## src/rtl/regfile_8x16.sv

```systemverilog
// LC-3 general-purpose register file: eight WIDTH-bit registers, one-hot write port, two combinational read ports.
// Optional macro REGFILE_BYPASS_EN forwards an accepted write's D_in to a read port addressing the same register.
module regfile_8x16 #(
   parameter int WIDTH = 16
) (
   input  logic             Clk,
   input  logic             Reset,
   input  logic [7:0]       Ld_signals,
   input  logic [WIDTH-1:0] D_in,
   input  logic [2:0]       SR1,
   input  logic [2:0]       SR2,
   output logic [WIDTH-1:0] SR1_OUT,
   output logic [WIDTH-1:0] SR2_OUT,
   output logic [2:0]       Last_DR,
   output logic             Wr_valid,
   output logic             Ld_err
);

   // No handshake: a nonzero Ld_signals is a write request, and D_in is
   // guaranteed stable at that edge by the control FSM.

   logic [WIDTH-1:0] regs [8];
   logic             multi_hot;
   logic             one_hot;
   logic [2:0]       ld_idx;

   always_comb begin
      multi_hot = (Ld_signals & (Ld_signals - 8'd1)) != 8'd0;
      one_hot   = (Ld_signals != 8'd0) && !multi_hot;
   end

   // OR of the indices of all set bits; only meaningful when one_hot is true.
   always_comb begin
      ld_idx = 3'd0;
      for (int i = 0; i < 8; i++) begin
         if (Ld_signals[i]) ld_idx = ld_idx | 3'(i);
      end
   end

   always_ff @(posedge Clk) begin
      if (Reset) begin
         for (int i = 0; i < 8; i++) regs[i] <= '0;
         Last_DR  <= 3'd0;
         Wr_valid <= 1'b0;
         Ld_err   <= 1'b0;
      end else begin
         Wr_valid <= one_hot;
         if (one_hot) begin
            regs[ld_idx] <= D_in;
            Last_DR      <= ld_idx;
         end
         if (multi_hot) Ld_err <= 1'b1;
      end
   end

   always_comb begin
      SR1_OUT = regs[SR1];
      SR2_OUT = regs[SR2];
`ifdef REGFILE_BYPASS_EN
      if (one_hot && (ld_idx == SR1)) SR1_OUT = D_in;
      if (one_hot && (ld_idx == SR2)) SR2_OUT = D_in;
`endif
   end

endmodule

```

## config.mk

```make
export PLATFORM = sky130hd
export DESIGN_NAME = regfile_8x16
export DESIGN_NICKNAME = d
export VERILOG_FILES = /design/src/rtl/regfile_8x16.sv
export SDC_FILE = /design/constraint.sdc
export NUM_CORES = 1
export LEC_CHECK = 0
export CAP_MARGIN = 20
export CORE_ASPECT_RATIO = 2
export CORE_MARGIN = 5
export CORE_UTILIZATION = 45
export DETAILED_ROUTE_END_ITERATION = 12
export PLACE_DENSITY = 0.71
export RECOVER_POWER = 50
export SLEW_MARGIN = 20
export SYNTH_ARGS = -nofsm -noshare
export SYNTH_HDL_FRONTEND = slang
export SYNTH_SLANG_ARGS = --single-unit
```

## constraint.sdc

```tcl
create_clock -name Clk -period 6.1 [get_ports Clk]
set_clock_uncertainty 0.2 [all_clocks]
set_input_delay 0.61 -clock Clk [delete_from_list [all_inputs] [get_ports Clk]]
set_output_delay 0.61 -clock Clk [all_outputs]
set_load 0.01 [all_outputs]
```

==> summary.txt <==
post-synth top area share: 51.70%
P&R area growth vs syn: 16.81%
met3 WL: 1061 microns
Metal-1 WL: 6376 microns
share of cells above drive strength 1: 30.99%
Pwr Density: 283.6 nW/um^2
DR iter-0 viols: 498
Via density: 6.343
largest net degree at the start of global routing: 39
final global-route overflow total: 0
CTS Hold Buffers Added: 0
die area: 19,350 sq um
cell row count: 66
most used cell along the critical path: buf_4
CP cell instances: dlygate4sd3_1, nor2_1, a211o_2, a22oi_1, buf_4, o31ai_2, buf_4
Lkg Pwr: 0.002726 uW
Worst Path Buf+Inv: 3
max_cap viols: 2
I/O Pins: 69
die height: 191.8 microns
PostCTS Resize Cnt: 0
wire per inst: 25.33 microns
violated checks: max-capacitance violations, max-slew violations
RSZ-0062 raised after global routing: false
Post-Syn Area: 7435 sq um
post-synthesis register bit count: 133
endpoint class of the critical path: register
Max Freq: 224.4 MHz
Synth Area in Simple Gates: 15.10%
Tot GR Track Use: 20.90%
post-synthesis compound-gate area fraction: 2.272%
ys flop type: edfxtp_1
uppermost layer routed: met4
max incr delay on CP: 1.38 ns
max-slew violation count: 89
Worst Hold Class: reg2reg
CP max stage cell: a22oi_1
Clock Latency Late Sink: 0.42 ns
yosys warns: 0
DP HPWL: 12,930 microns
initial antenna violation count: 0
CTS clk-pin slew, worst paths: 0.05 ns
Post-synth ARST share: 0%
Synth Area in XOR/XNOR: 0.2356%
ant diodes: 0
Post-CTS Setup Inserts: 0
register area share after synthesis: 53.05%
final RePlAce weighted congestion: 0.8770
Fill cells: 1,336
status: finished with violations
H-tree lvl count: 4
Period minus WS final: 4.455 ns
sum of negative setup slack: 0 ns
Final Hold Vio Count: 0
main combinational cell family by area after synthesis: multiplexers
first-pass GRT wire length: 29,520 microns
setup slack at placement: 1.940 ns
TritonCTS clock tree: yes
clock buffer depth: 2
adder-cell share of the synthesized area: 0%
final antenna-violating net count: 0
Initial Utilization: 45.70%
syn_area_per_cell: 14.78 sq um
CP top delay family: compound AO/OA/AOI/OAI gates
final setup vio count: 0
drt pass-1 iters: 5
final worst setup slack: 1.645 ns
critical path class: in2reg
nets: 588
critical path fanouts, max: 27
Final period util: 73.04%
number of port buffers: 68
Core Box Area: 16,270 sq um
library cells used by synthesis: 43
clk root buf: clkbuf_16
Worst Path Required: 6.07 ns
fin util: 53.38%
clock sinks: 133
area leader, netlist: edfxtp_1
Vias: 4,897
Synth area leaders: edfxtp_1, mux4_2, mux2_2
Worst setup SP type: primary input
multiplexer share of the synthesized area: 24.52%
routed wl met2: 11,440 microns
Num CTS Buffers: 17
EDFF count, synth: 128
critical path arrival: 4.42 ns
DRC viols: 0
number of global-route vias before repair: 5,133
Max IR drop VDD: 195.2 uV
max_slew headroom: -37.69%
post-synth net total: 535
drt total wl: 19,560 microns
die width: 100.9 microns
Post-Syn Instances: 503
Least-Margin Pin Slew: 2.065 ns
## cell usage in the layout (no fill, tap or decap), types with 3 or more instances in the layout
cell type        Yosys  layout
buf_2                8       3
clkinvlp_4           0       3
nor4_2              28      14
dfxtp_1              5       5
buf_4                1      17
bufinv_16            0       4
clkbuf_1            26       4
nand2_1             38      38
clkdlybuf4s50_1      0      57
mux2_2              33      33
nor3_1              31      31
nor4_1               7      21
clkbuf_16            0      17
edfxtp_1           128     128
mux4_2              64      64
clkinv_4             0       3
dlygate4sd3_1        0       7
o31ai_2              0       6
nor2_1              76      76
## power by group
part / internal (uW) / total [uW] / switching [uW] / leakage [uW]
Clock: 677 / 1060 / 382 / 0.000290
Combinational: 170 / 327 / 156 / 0.00118
Sequential: 1050 / 1080 / 28.4 / 0.00126
## flip-flops by register name (all words and copies together), names as in the netlist
register / count
Wr_valid: 1
Last_DR: 3
Ld_err: 1
regs: 128
## per-layer routing
metal | track usage [%] | vias to the layer above
li1 | - | 2093
met4 | 9.063 | 0
met5 | 0 | -
met3 | 2.799 | 44
met2 | 40.10 | 243
met1 | 22.11 | 2517
## metrics by stage
| stage | area [sq um] | instances | total power, uW | hold WS (ns) |
|---|---|---|---|---|
| floorplan | 7435 | 503 | 1289 | 0.2823 |
| global placement | 8198 | 741 | 1418 | 0.2571 |
| detailed placement | 8193 | 741 | 1426 | 0.2826 |
| CTS | 8805 | 772 | 2472 | 0.2899 |
| global route | 8685 | 772 | 2530 | 0.3136 |
| finish | 8685 | 772 | 2463 | 0.2807 |
## final timing paths
path | start | end | slack (ns) | cells after the start
worst max register to register | Last_DR[1]$_SDFFE_PP0P_ | Last_DR[1]$_SDFFE_PP0P_ | 5.02 | 2
worst min register to register | Last_DR[0]$_SDFFE_PP0P_ | Last_DR[0]$_SDFFE_PP0P_ | 0.28 | 2
worst max-delay path | Ld_signals[5] | regs[4][1]$_SDFFCE_PN0P_ | 1.64 | 7
worst min-delay path | Last_DR[0]$_SDFFE_PP0P_ | Last_DR[0]$_SDFFE_PP0P_ | 0.28 | 2
## worst register-to-register path: stages, from the launching register on
cell,delay [ns]
dfxtp_1,0.31
nor2b_1,0.12
mux2_2,0.34
## Yosys cell counts (3+ instances only)
cell type and number:
buf_2 8, buf_6 9, clkbuf_1 26, clkbuf_8 7
dfxtp_1 5, edfxtp_1 128, mux2_2 33, mux4_2 64
nand2_1 38, nor2_1 76, nor3_1 31, nor4_1 7
nor4_2 28, o21ai_0 3, o31ai_1 7
## cell type report
type | count | area (sq um) | share of cell area (%)
clock inverter | 14 | 186.4 | 2.147
inverter | 1 | 3.754 | 0.04322
timing repair buffer | 88 | 798.3 | 9.192
multi-input combinational | 315 | 3072 | 35.37
sequential | 133 | 3944 | 45.41
tap | 204 | 255.2 | 2.939
clock buffer | 17 | 425.4 | 4.898
## kinds of logic after synthesis
family | Yosys count
AO/OA/AOI/OAI | 21
multiplexers | 98
flip-flops | 133
XOR/XNOR | 2
buffers and inverters | 55
AND/OR/NAND/NOR | 194
Note: power is estimated with default switching activity, not from simulation.
